===== config.mk =====
export PLATFORM = sky130hd
export DESIGN_NAME = store_drain_unit_flat
export DESIGN_NICKNAME = d
export VERILOG_FILES = /design/src/rtl/store_drain_unit_pkg.sv /design/src/rtl/store_drain_unit_if.sv /design/src/rtl/store_lane_fmt.sv /design/src/rtl/store_drain_unit.sv /design/src/flat_wrapper.sv
export SDC_FILE = /design/constraint.sdc
export NUM_CORES = 1
export LEC_CHECK = 0
export CORE_AREA = 2 2 216 324
export DETAILED_ROUTE_END_ITERATION = 10
export DIE_AREA = 0 0 218 326
export PLACE_DENSITY_LB_ADDON = 0.3
export RECOVER_POWER = 100
export SETUP_SLACK_MARGIN = 0.4
export SYNTH_ARGS = -nofsm -noshare
export SYNTH_HDL_FRONTEND = slang
export SYNTH_HIERARCHICAL = 1
export SYNTH_SLANG_ARGS = --single-unit

===== constraint.sdc =====
create_clock -name clock -period 7.35 [get_ports clock]
set_input_delay 0.735 -clock clock [delete_from_list [all_inputs] [get_ports clock]]
set_output_delay 0.735 -clock clock [all_outputs]
set_load 0.02 [all_outputs]

===== src/rtl/store_drain_unit_pkg.sv =====
// rtl/store_drain_unit_pkg.sv - shared store packet types and sizing for the store drain unit
package store_drain_unit_pkg;

  localparam int N_WAY    = 2;
  localparam int SB_DEPTH = 8;
  localparam int N_SQ     = 8;
  localparam int PW       = $clog2(N_SQ) + 1;
  localparam int CW       = $clog2(SB_DEPTH) + 1;

  typedef enum logic [1:0] {
    BYTE = 2'd0,
    HALF = 2'd1,
    WORD = 2'd2
  } MEM_SIZE;

  typedef struct packed {
    logic            valid;
    logic [31:0]     address;
    logic [31:0]     data;
    MEM_SIZE         size;
    logic [PW-1:0]   store_pos;
  } STORE_PACKET_RET;

  typedef struct packed {
    logic            valid;
    logic [PW-1:0]   store_pos;
  } STORE_DONE_PACKET;

endpackage


===== src/rtl/store_drain_unit_if.sv =====
// rtl/store_drain_unit_if.sv - dcache write port between the drain unit and the cache
interface store_drain_unit_if;

  logic        dc_wr_valid;
  logic [31:0] dc_wr_addr;
  logic [63:0] dc_wr_data;
  logic [7:0]  dc_wr_be;
  logic        dc_wr_ready;
  logic        dc_wr_done;

  modport master (
    output dc_wr_valid, dc_wr_addr, dc_wr_data, dc_wr_be,
    input  dc_wr_ready, dc_wr_done
  );

  modport slave (
    input  dc_wr_valid, dc_wr_addr, dc_wr_data, dc_wr_be,
    output dc_wr_ready, dc_wr_done
  );

endinterface


===== src/rtl/store_lane_fmt.sv =====
// rtl/store_lane_fmt.sv - places a sized store into its 8-byte block lane
module store_lane_fmt
  import store_drain_unit_pkg::*;
(
  input  MEM_SIZE     size,
  input  logic [2:0]  addr_off,
  input  logic [31:0] data,
  output logic [7:0]  be,
  output logic [63:0] data64,
  output logic        misalign
);

  logic [2:0]  off;
  logic [3:0]  be_raw;
  logic [31:0] masked;

  // Misaligned halves/words are pulled down to their natural boundary
  always_comb begin
    off      = addr_off;
    be_raw   = 4'h1;
    masked   = {24'b0, data[7:0]};
    misalign = 1'b0;
    case (size)
      HALF: begin
        be_raw   = 4'h3;
        masked   = {16'b0, data[15:0]};
        misalign = addr_off[0];
        off      = {addr_off[2:1], 1'b0};
      end
      WORD: begin
        be_raw   = 4'hF;
        masked   = data;
        misalign = |addr_off[1:0];
        off      = {addr_off[2], 2'b00};
      end
      default: ;
    endcase
    be     = {4'b0, be_raw} << off;
    data64 = {32'b0, masked} << {off, 3'b000};
  end

endmodule


===== src/rtl/store_drain_unit.sv =====
// rtl/store_drain_unit.sv - buffers retired stores and drains them one at a time to the dcache
module store_drain_unit
  import store_drain_unit_pkg::*;
(
  input  logic                      clock,
  input  logic                      reset,
  input  logic [N_WAY-1:0]          ret_valid,
  input  logic [N_WAY-1:0][31:0]    ret_addr,
  input  logic [N_WAY-1:0][31:0]    ret_data,
  input  logic [N_WAY-1:0][1:0]     ret_size,
  input  logic [N_WAY-1:0][PW-1:0]  ret_pos,
  output logic [CW-1:0]             free_slots,
  store_drain_unit_if.master        dc,
  output logic                      done_valid,
  output logic [PW-1:0]             done_pos,
  output logic                      misalign
);

  localparam int IW = $clog2(SB_DEPTH);
  localparam logic [1:0] S_IDLE = 2'd0;
  localparam logic [1:0] S_REQ  = 2'd1;
  localparam logic [1:0] S_WAIT = 2'd2;
  localparam logic [1:0] S_DONE = 2'd3;

  STORE_PACKET_RET  fifo [SB_DEPTH];
  logic [IW-1:0]    head, tail;
  logic [CW-1:0]    count, room, n_valid, n_enq;
  logic             deq;
  logic [1:0]       state;
  logic [PW-1:0]    cur_pos;
  logic [31:0]      wr_addr;
  logic [63:0]      wr_data;
  logic [7:0]       wr_be;
  logic [7:0]       fmt_be;
  logic [63:0]      fmt_data;
  logic             fmt_mis;
  STORE_DONE_PACKET done_pkt;

  store_lane_fmt u_fmt (
    .size     (fifo[head].size),
    .addr_off (fifo[head].address[2:0]),
    .data     (fifo[head].data),
    .be       (fmt_be),
    .data64   (fmt_data),
    .misalign (fmt_mis)
  );

  // A pop in the same cycle frees one slot for this cycle's enqueue
  always_comb begin
    n_valid = '0;
    for (int i = 0; i < N_WAY; i++) begin
      n_valid = n_valid + CW'(ret_valid[i]);
    end
    deq   = dc.dc_wr_done && ((state == S_WAIT) || (state == S_REQ && dc.dc_wr_ready));
    room  = CW'(SB_DEPTH) - count + CW'(deq);
    n_enq = (n_valid > room) ? room : n_valid;
  end

  always_ff @(posedge clock) begin
    for (int i = 0; i < N_WAY; i++) begin
      if (CW'(i) < n_enq) begin
        fifo[tail + IW'(i)] <= '{valid: 1'b1, address: ret_addr[i], data: ret_data[i],
                                 size: MEM_SIZE'(ret_size[i]), store_pos: ret_pos[i]};
      end
    end
  end

  always_ff @(posedge clock) begin
    if (reset) begin
      head     <= '0;
      tail     <= '0;
      count    <= '0;
      state    <= S_IDLE;
      cur_pos  <= '0;
      wr_addr  <= '0;
      wr_data  <= '0;
      wr_be    <= '0;
      misalign <= 1'b0;
    end else begin
      tail     <= tail + IW'(n_enq);
      head     <= head + IW'(deq);
      count    <= count + n_enq - CW'(deq);
      misalign <= 1'b0;
      case (state)
        S_IDLE: begin
          if (count != '0 && fifo[head].valid) begin
            wr_addr  <= {fifo[head].address[31:3], 3'b000};
            wr_data  <= fmt_data;
            wr_be    <= fmt_be;
            misalign <= fmt_mis;
            cur_pos  <= fifo[head].store_pos;
            state    <= S_REQ;
          end
        end
        S_REQ: begin
          if (dc.dc_wr_ready) state <= dc.dc_wr_done ? S_DONE : S_WAIT;
        end
        S_WAIT: begin
          if (dc.dc_wr_done) state <= S_DONE;
        end
        default: state <= S_IDLE;
      endcase
    end
  end

  always_comb begin
    done_pkt = '0;
    if (state == S_DONE) begin
      done_pkt.valid     = 1'b1;
      done_pkt.store_pos = cur_pos;
    end
  end

  assign free_slots     = CW'(SB_DEPTH) - count;
  assign dc.dc_wr_valid = (state == S_REQ);
  assign dc.dc_wr_addr  = wr_addr;
  assign dc.dc_wr_data  = wr_data;
  assign dc.dc_wr_be    = wr_be;
  assign done_valid     = done_pkt.valid;
  assign done_pos       = done_pkt.store_pos;

  a_no_overflow: assert property (@(posedge clock) disable iff (reset) n_valid <= room);
  a_lanes_packed: assert property (@(posedge clock) disable iff (reset)
    (ret_valid & (ret_valid + N_WAY'(1))) == '0);

endmodule


===== src/flat_wrapper.sv =====
// flat-port wrapper written by rule: the top's interface ports become plain ports
module store_drain_unit_flat import store_drain_unit_pkg::*;
  (clock, reset, ret_valid, ret_addr, ret_data, ret_size, ret_pos, free_slots, done_valid, done_pos, misalign, dc_dc_wr_valid, dc_dc_wr_addr, dc_dc_wr_data, dc_dc_wr_be, dc_dc_wr_ready, dc_dc_wr_done);
  store_drain_unit_if dc_i ();
  input  logic clock;
  input  logic reset;
  input  logic [N_WAY-1:0] ret_valid;
  input  logic [N_WAY-1:0][31:0] ret_addr;
  input  logic [N_WAY-1:0][31:0] ret_data;
  input  logic [N_WAY-1:0][1:0] ret_size;
  input  logic [N_WAY-1:0][PW-1:0] ret_pos;
  output logic [CW-1:0] free_slots;
  output logic done_valid;
  output logic [PW-1:0] done_pos;
  output logic misalign;
  output wire logic [$bits(dc_i.dc_wr_valid)-1:0] dc_dc_wr_valid;
  output wire logic [$bits(dc_i.dc_wr_addr)-1:0] dc_dc_wr_addr;
  output wire logic [$bits(dc_i.dc_wr_data)-1:0] dc_dc_wr_data;
  output wire logic [$bits(dc_i.dc_wr_be)-1:0] dc_dc_wr_be;
  input wire logic [$bits(dc_i.dc_wr_ready)-1:0] dc_dc_wr_ready;
  input wire logic [$bits(dc_i.dc_wr_done)-1:0] dc_dc_wr_done;
  assign dc_dc_wr_valid = dc_i.dc_wr_valid;
  assign dc_dc_wr_addr = dc_i.dc_wr_addr;
  assign dc_dc_wr_data = dc_i.dc_wr_data;
  assign dc_dc_wr_be = dc_i.dc_wr_be;
  assign dc_i.dc_wr_ready = dc_dc_wr_ready;
  assign dc_i.dc_wr_done = dc_dc_wr_done;
  store_drain_unit u_core (.clock(clock), .reset(reset), .ret_valid(ret_valid), .ret_addr(ret_addr), .ret_data(ret_data), .ret_size(ret_size), .ret_pos(ret_pos), .free_slots(free_slots), .dc(dc_i), .done_valid(done_valid), .done_pos(done_pos), .misalign(misalign));
endmodule

==> impl_metrics.json, run 1 <==
{
  "synth-seq-cells": 678,
  "die_area_um2": 71100,
  "hold_viol_final": 0,
  "routed_via_density": 6.10,
  "crit_slowest_cell": "clkbuf_1",
  "die_w_um": 218,
  "slew_violations": 317,
  "p_leak_nw": 12.9,
  "cpMostUsedCell": "ha_1",
  "cts_root_buf": "clkbuf_16",
  "clock.fmax_mhz": 164,
  "cp.buffers_inverters": 3,
  "dpl.hpwl_um": 56100,
  "fin_crit_sh": 0.830,
  "yosys_warnings": 6,
  "seq_area_frac_synth": 0.567,
  "rr_worst_depth": 11,
  "path_cells": "inv_1 -> ha_1 -> a21oi_1 -> nor2b_1 -> ha_1 -> a2111oi_0 -> o21a_1 -> nor3_1 -> clkbuf_1 -> clkbuf_2 -> mux2_2",
  "clk_pin_slew_ns": 0.06,
  "powerDensity_nw_per_um2": 365,
  "routedWlPerCell_um": 27.0,
  "cts_inserted_buffers": 67,
  "pre_cts_ws_ns": 1.95,
  "async_flop_share": 0,
  "finClkSkew_ns": 0.0277,
  "peakVddDrop_uv": 262,
  "cts_setup_buffers": 0,
  "routed_wl_um": 91000,
  "ant_nets": 0,
  "core_area_um2": 68500,
  "endpoint": "u_core/fifo[6][20]",
  "cts_tree": "yes",
  "clock_path_buffers": 3,
  "hold_class": "reg2reg",
  "htreeDepth": 3,
  "antenna_found_initial": 22,
  "fin_ws_ns": 1.25,
  "setup_viol": 0,
  "critPathKind": "reg2reg",
  "die_height_um": 326,
  "crit_family": "buffers and inverters",
  "num-nets-final": 2573,
  "reg2reg_from": "u_core/state[1]",
  "startpoint": "u_core/state[1]",
  "synth_area_per_cell_um2": 15.3,
  "crit_fanout": 43,
  "ys_types": 62,
  "gp_congestion": 0.903,
  "grt_usage": 0.256,
  "grt_max_degree": 81,
  "io_buffers": 257,
  "grt_pass1_vias": 21325,
  "initial_utilization": 0.493,
  "synth_flop_cell": "edfxtp_1",
  "cts_resized": 0,
  "grt_setup_unrepaired": "no",
  "violations": "capacitance limit, slew limit",
  "drcViolationCount": 0,
  "path_depth": 11,
  "clk_latency_ns": 0.61,
  "fill_cells": 5461,
  "synthCells": 2214,
  "slew_headroom": -0.820,
  "tightestPinTransition_ns": 2.73,
  "start_kind": "flip-flop",
  "maxCapViolCount": 8,
  "endpoint_kind": "flip-flop",
  "overflow": 0,
  "arrival_ns": 6.44,
  "outcome": "finished, violations left",
  "max_stage_delay_ns": 1.75,
  "cts.sinks": 678,
  "rows": 118,
  "setup_tns_ns": 0,
  "cp.required_ns": 7.69,
  "grt_pass1_wl_um": 135000,
  "area_growth_syn_to_layout_pct": 15.6,
  "timing.rr.end": "u_core/fifo[6][20]",
  "first_iter_violations": 1937,
  "synth_edf_count": 560,
  "vias": 20538,
  "first_pass_iters": 7,
  "io_pins": 261,
  "reg2reg_slack_ns": 1.25,
  "drive_above_1_share": 0.323,
  "cts_hold_buf": 0,
  "period_minus_slack_ns": 6.10,
  "netlist_area_um2": 33800
}
state kept, by name (all words and copies together) (netlist names):
name,count
u_core/count,4
u_core/cur_pos,4
u_core/dc.dc_wr_addr,29
u_core/dc.dc_wr_be,8
u_core/dc.dc_wr_data,64
u_core/fifo,560
u_core/head,3
u_core/misalign,1
u_core/state,2
u_core/tail,3
metrics by stage:
stage	hold WS (ns)	std cells	power [mW]	util	area, um^2
6_report	0.449	3367	14.3	0.570	39100
5_1_grt	0.470	3365	14.9	0.570	39100
4_1_cts	0.454	3354	14.5	0.572	39200
3_5_place_dp	0.445	3235	11.0	0.540	37000
3_3_place_gp	0.445	3235	10.9	0.540	37000
2_1_floorplan	0.474	2216	9.22	-	33800
Yosys cell counts (all sizes together), types with 21 or more instances:
cell    count  share of area
mux2i      37          0.011
edfxtp    560           0.50
nor2       58         0.0064
mux4      140          0.093
a21oi      92          0.014
buf       105          0.021
dfxtp     118          0.070
ha         21         0.0078
nand2     163          0.018
inv        24         0.0027
clkbuf     68         0.0076
mux2      597           0.20
a211oi     43         0.0096
worst register-to-register path, cell delays in order, from the launching register on:
cell and delay (ns):
dfxtp_1 0.36, inv_1 0.11, ha_1 0.22, a21oi_1 0.08, nor2b_1 0.39, ha_1 0.27, a2111oi_0 0.15, o21a_1 0.27
nor3_1 0.31, clkbuf_1 1.75, clkbuf_2 1.45, mux2_2 0.48
cell usage in the layout (no fill, tap or decap), types with 18 or more instances in the layout:
cell type	netlist	routed
a211oi_1	43	43
dfxtp_1	118	116
mux2i_1	37	36
o22ai_1	19	19
dlygate4sd3_1	0	111
mux4_2	140	140
clkbuf_1	68	18
buf_4	20	19
inv_1	23	24
a21oi_1	92	92
mux2_1	92	94
edfxtp_1	560	560
clkbuf_16	0	69
clkdlybuf4s50_1	0	145
mux2_2	505	503
ha_1	21	21
nand2_1	162	161
nor2_1	58	58
worst min path at each step:
stage | slack [ns] | from | cells after the start | to
floorplan | 0.47 | u_core/cur_pos[0] | 2 | u_core/cur_pos[0]
global placement | 0.45 | u_core/dc.dc_wr_data[63] | 2 | u_core/dc.dc_wr_data[63]
detailed placement | 0.45 | u_core/dc.dc_wr_data[63] | 2 | u_core/dc.dc_wr_data[63]
CTS | 0.45 | u_core/dc.dc_wr_data[63] | 2 | u_core/dc.dc_wr_data[63]
global route | 0.47 | u_core/dc.dc_wr_data[63] | 2 | u_core/dc.dc_wr_data[63]
finish | 0.45 | u_core/dc.dc_wr_data[63] | 2 | u_core/dc.dc_wr_data[63]
report_power, final:
group | switching [mW] | internal, mW | leakage (nW) | total (mW)
clock | 1.45 | 1.99 | 1.08 | 3.44
sequential | 0.304 | 5.22 | 6.07 | 5.53
combinational | 3.29 | 2.03 | 5.73 | 5.32
per-layer routing:
metal	vias to the layer above	wire length (um)	global-route usage
met5	-	80	0
met4	12	3920	0.126
met3	189	5150	0.0382
met2	753	47800	0.460
met1	10508	34100	0.297
li1	9076	-	-
cells by family after synthesis:
group,Yosys count,synth area share
DFF,678,0.567
and+or+nand+nor,289,0.0386
adders and majority gates,24,0.00925
buffers and inverters,197,0.0308
AOI/OAI and AO/OA,238,0.0475
other,2,0.000222
xor gates and xnor gates,12,0.00311
muxes,774,0.303
cell type report:
class	count	area, um^2	share of cell area
Antenna cell	13	32.5	0.000832
Inverter	24	90.1	0.00231
Timing Repair Buffer	292	2830	0.0723
Tap cell	900	1130	0.0288
Multi-Input combinational cell	1341	13600	0.349
Sequential cell	678	19200	0.491
Clock buffer	86	1850	0.0474
Clock inverter	33	323	0.00826
No activity file was read; power rests on OpenSTA's default activity.
==> inputs of run 2 (changes only) <==
==> constraint.sdc (replaced) <==
create_clock -name clock -period 5.2 [get_ports clock]
set_input_delay 0.52 -clock clock [delete_from_list [all_inputs] [get_ports clock]]
set_output_delay 0.52 -clock clock [all_outputs]
set_load 0.02 [all_outputs]
==> impl_metrics.json, run 2 (same netlist as run 1, synthesis figures left out) <==
{
  "hold_slack_ns": 0.450,
  "cts_tree": "yes",
  "first_pass_iters": 5,
  "hold_end": "u_core/dc.dc_wr_data[63]",
  "die_area_um2": 71100,
  "cts_resized": 0,
  "hp-start": "u_core/dc.dc_wr_data[63]",
  "top_register": "u_core/fifo",
  "clock_path_buffers": 3,
  "setup_tns_ns": 0,
  "core_area_um2": 68500,
  "final_common_cell": "edfxtp_1",
  "gp_congestion": 0.880,
  "pre_cts_ws_ns": 0.715,
  "first_iter_violations": 1739,
  "total_power_mw": 20.4,
  "max_stage_delay_ns": 1.67,
  "antenna_found_initial": 18,
  "drive_above_1_share": 0.324,
  "start_kind": "flip-flop",
  "maxCapViolCount": 6,
  "io_pins": 261,
  "crit_fanout": 70,
  "finClkSkew_ns": 0.0262,
  "clk_latency_ns": 0.61,
  "fin_crit_sh": 0.880,
  "grt_pass1_vias": 21623,
  "top_layer": "met5",
  "crit_family": "buffers and inverters",
  "ant_nets": 0,
  "hold_depth": 2,
  "overflow": 0,
  "cpMostUsedCell": "ha_1",
  "slew_headroom": -0.904,
  "dpl.hpwl_um": 58000,
  "grt_setup_unrepaired": "no",
  "setup_viol": 0,
  "io_buffers": 257,
  "tightestPinTransition_ns": 2.86,
  "routed_wl_um": 92800,
  "slew_violations": 274,
  "arrival_ns": 4.92,
  "cts_setup_buffers": 0,
  "drt-met1-wl_um": 34900,
  "cts_hold_buf": 0,
  "cts_root_buf": "clkbuf_16",
  "p_leak_nw": 13.0,
  "path_depth": 10,
  "area_growth_syn_to_layout_pct": 16.1,
  "die_w_um": 218,
  "wl_met2_um": 49500,
  "fin_ws_ns": 0.623,
  "endpoint_kind": "flip-flop",
  "hold_class": "reg2reg",
  "largest_reg_flops": 560,
  "timing.rr.end": "u_core/fifo[5][15]",
  "die_height_um": 326,
  "period_minus_slack_ns": 4.58,
  "rows": 118,
  "peakVddDrop_uv": 415,
  "routedWlPerCell_um": 27.5,
  "rr_worst_depth": 10,
  "path_cells": "inv_1 -> ha_1 -> a21oi_1 -> nor2b_1 -> ha_1 -> a2111oi_4 -> o21ai_2 -> nand3_4 -> buf_2 -> mux2_2",
  "cp.required_ns": 5.54,
  "crit_slowest_cell": "buf_2",
  "cts.sinks": 678,
  "clk_pin_slew_ns": 0.07,
  "finalInstanceArea_um2": 39300,
  "cts_inserted_buffers": 68,
  "wl_met3_um": 4640,
  "hold_viol_final": 0,
  "drcViolationCount": 0,
  "reg2reg_from": "u_core/state[1]",
  "critPathKind": "reg2reg",
  "grt_usage": 0.263,
  "mostFrequentLayoutCells": "edfxtp_1, mux2_2, nand2_1",
  "vias": 20595,
  "powerDensity_nw_per_um2": 519,
  "place_area_um2": 37300,
  "cp.buffers_inverters": 2,
  "grt_pass1_wl_um": 138000,
  "violations": "capacitance limit, slew limit",
  "routed_via_density": 6.10,
  "initial_utilization": 0.493,
  "htreeDepth": 3,
  "reg2reg_slack_ns": 0.62,
  "num-nets-final": 2587,
  "clock.fmax_mhz": 219,
  "grt_max_degree": 98,
  "outcome": "finished, violations left"
}
[run 2: cell types whose count changed in the layout (fill, tap and decap cells not counted), moves of 4 or more]
| cell | change |
|---|---|
| clkinv_2 | -6 |
| clkbuf_4 | +5 |
| bufinv_16 | -5 |
| buf_12 | +7 |
| o21ai_0 | -4 |
| clkbuf_16 | +4 |
| clkbuf_8 | +5 |
| clkbuf_1 | +13 |
| diode_2 | -5 |
[run 2: cell type report]
class / instances / area [um^2]
fillers: 5420 / 29200
repair buffers: 305 / 3000
flip-flops and latches: 678 / 19200
diodes: 8 / 20.0
multi-input cells: 1341 / 13700
clock inverters: 17 / 119
clock buffers: 105 / 2060
inverters: 24 / 90.1
well taps: 900 / 1130
[run 2: worst max path at each step]
stage | from | endpoint | slack, ns
3_3_place_gp | dc_dc_wr_ready | u_core/tail[2] | 0.69
5_1_grt | u_core/state[1] | u_core/fifo[1][22] | 0.35
3_5_place_dp | dc_dc_wr_ready | u_core/tail[2] | 0.71
6_report | u_core/state[1] | u_core/fifo[5][15] | 0.62
2_1_floorplan | u_core/state[1] | u_core/fifo[1][0] | 0.41
4_1_cts | u_core/head[1] | u_core/dc.dc_wr_data[21] | 1.0
[run 2: metrics by stage]
| step | cells | utilization |
|---|---|---|
| floorplan | 2216 | - |
| global placement | 3248 | 0.545 |
| detailed placement | 3248 | 0.545 |
| CTS | 3370 | 0.576 |
| global route | 3377 | 0.573 |
| finish | 3378 | 0.573 |
[run 2: power breakdown]
part           internal (mW)  switching [mW]  leakage (nW)  total (mW)
Combinational           2.96            4.76          5.80        7.71
Sequential              7.38           0.446          6.07        7.83
Clock                   2.78            2.06          1.08        4.84
[run 2: tightest hold or removal path: cells and delay by family (launching register included)]
kind               cells  cell delay [ns]
AOI/OAI and AO/OA      1             0.05
and+or+nand+nor        1             0.05
DFF                    1             0.30
[run 2: per-layer routing]
layer,global-route usage,vias to the layer above
met5,0,-
met4,0.111,12
met1,0.308,10592
met3,0.0390,212
li1,-,9097
met2,0.476,682
==> inputs of run 3 (changes only) <==
--- a/config.mk
+++ b/config.mk
@@ -8,8 +8,10 @@
 export CORE_AREA = 2 2 216 324
 export DETAILED_ROUTE_END_ITERATION = 10
 export DIE_AREA = 0 0 218 326
+export DONT_BUFFER_PORTS = 1
 export PLACE_DENSITY_LB_ADDON = 0.3
 export RECOVER_POWER = 100
+export REMOVE_ABC_BUFFERS = 1
 export SETUP_SLACK_MARGIN = 0.4
 export SYNTH_ARGS = -nofsm -noshare
 export SYNTH_HDL_FRONTEND = slang
==> impl_metrics.json, run 3 (same netlist as run 1, synthesis figures left out) <==
{
  "grt_pass1_vias": 20726,
  "finClkSkew_ns": 0.0219,
  "antenna_found_initial": 0,
  "gp_congestion": 0.819,
  "fin_crit_sh": 0.892,
  "mostFrequentLayoutCells": "edfxtp_1, mux2_2, nand2_1",
  "grt_usage": 0.259,
  "cts_resized": 0,
  "violations": "DRC, capacitance limit, slew limit",
  "critPathKind": "reg2reg",
  "cts.sinks": 678,
  "clock.fmax_mhz": 216,
  "first_pass_iters": 9,
  "routedWlPerCell_um": 29.6,
  "drcViolationCount": 1,
  "core_area_um2": 68500,
  "clk_latency_ns": 0.62,
  "slew_headroom": -0.519,
  "io_pins": 261,
  "die_height_um": 326,
  "dpl.hpwl_um": 53900,
  "num-nets-final": 2328,
  "overflow": 0,
  "grt_setup_unrepaired": "no",
  "ant_nets": 0,
  "cts_tree": "yes",
  "cpMostUsedCell": "ha_1",
  "die_area_um2": 71100,
  "place_area_um2": 34700,
  "fin_cells": 3117,
  "cts_setup_buffers": 0,
  "slew_violations": 222,
  "peakVddDrop_uv": 435,
  "multiInputGateArea_um2": 13700,
  "drive_above_1_share": 0.364,
  "maxCapViolCount": 2,
  "comb_power_share": 0.327,
  "seqPwrFrac": 0.421,
  "seq_area_um2": 19200,
  "die_w_um": 218,
  "vias": 19540,
  "clkPwrFrac": 0.252,
  "path_cells": "inv_1 -> ha_1 -> a21oi_1 -> nor2b_1 -> ha_1 -> a2111oi_0 -> o21ai_2 -> nand3_4 -> clkbuf_4 -> mux2_2",
  "internal_power_mw": 12.7,
  "io_buffers": 0,
  "clock_path_buffers": 3,
  "routed_via_density": 6.27,
  "p_leak_nw": 11.7,
  "arrival_ns": 4.99,
  "p_sw_frac": 0.356,
  "powerDensity_nw_per_um2": 536,
  "first_iter_violations": 1352,
  "grt_max_degree": 82,
  "routed_wl_um": 92100,
  "start_kind": "flip-flop",
  "max_stage_delay_ns": 1.05,
  "hold_class": "in2reg",
  "largest_reg_flops": 560,
  "outcome": "finished, violations left",
  "top_register": "u_core/fifo",
  "initial_utilization": 0.493,
  "htreeDepth": 3,
  "cp.required_ns": 5.55,
  "cts_inserted_buffers": 69,
  "tightestPinTransition_ns": 2.28,
  "clk_pin_slew_ns": 0.06,
  "dpl.cell_count": 2986,
  "crit_slowest_cell": "clkbuf_4",
  "final_common_cell": "edfxtp_1",
  "hold_viol_final": 0,
  "setup_viol": 0,
  "rows": 118,
  "crit_fanout": 57,
  "grt_pass1_wl_um": 136000,
  "period_minus_slack_ns": 4.64,
  "area_growth_syn_to_layout_pct": 8.89,
  "p_switching_mw": 7.02,
  "finalInstanceArea_um2": 36800,
  "cts_root_buf": "clkbuf_16",
  "endpoint_kind": "flip-flop",
  "fill_cells": 5580
}
[run 3: changes by cell type in the layout (fill, tap and decap cells not counted), moves of 5 or more]
cell             previous run  this run
dlygate4sd3_1             110         1
clkdlybuf4s50_1           146         0
clkbuf_1                   31        22
buf_12                     10        15
diode_2                     8         1
clkbuf_8                   11         6
clkinv_2                    7        12
[run 3: power groups by stage]
stage          Sequential [mW]  Combinational (mW)  Clock, mW
2_1_floorplan             8.41                4.50          0
3_5_place_dp              8.43                6.49          0
5_1_grt                   8.42                6.96       5.28
3_3_place_gp              8.37                6.38          0
6_report                  8.30                6.46       4.97
4_1_cts                   8.32                6.53       5.08
[run 3: per-stage QoR]
| step | utilization | TNS, ns | worst slack, ns | hold slack (ns) | total power, mW |
|---|---|---|---|---|---|
| final | 0.537 | 0 | 0.561 | 0.0902 | 19.7 |
| after global routing | 0.537 | 0 | 0.377 | 0.0469 | 20.7 |
| after CTS | 0.540 | 0 | 0.889 | 0.0161 | 19.9 |
| after detailed placement | 0.507 | 0 | 0.913 | 0.495 | 14.9 |
| after floorplan | - | -2630.09 | -6.10 | 0.469 | 12.9 |
| after global placement | 0.507 | 0 | 1.10 | 0.486 | 14.8 |
[run 3: repair_timing]
item                                   CTS  global route
hold buffers                             2             0
setup endpoints to repair                0             0
endpoints found under the hold margin   37             0
[run 3: final timing paths]
| kind | from | depth (start not counted) | endpoint | slack (ns) |
|---|---|---|---|---|
| max | u_core/state[1] | 10 | u_core/fifo[1][38] | 0.56 |
| min | reset | 1 | u_core/head[1] | 0.09 |
| max reg2reg | u_core/state[1] | 10 | u_core/fifo[1][38] | 0.56 |
| min reg2reg | u_core/cur_pos[3] | 2 | u_core/cur_pos[3] | 0.50 |
[run 3: critical path: cells and delay by family, from the launching register on]
family | cells | cell delay, ns
muxes | 1 | 0.43
adders and majority gates | 2 | 0.54
DFF | 1 | 0.41
AOI/OAI and AO/OA | 3 | 1.30
buffers and inverters | 2 | 1.15
and+or+nand+nor | 2 | 0.49
[run 3: layer usage]
layer | routed length (um) | global-route usage
met4 | 3470 | 0.108
met5 | 0 | 0
met2 | 47000 | 0.451
met3 | 6460 | 0.0588
met1 | 35200 | 0.307
[run 3: area by class of cell]
class                      count  share of cell area
sequential                   678               0.521
multi-input combinational   1341               0.371
clock buffer                  96              0.0525
tap                          900              0.0306
timing repair buffer          45              0.0136
clock inverter                32             0.00816
inverter                      24             0.00245
antenna                        1           0.0000680
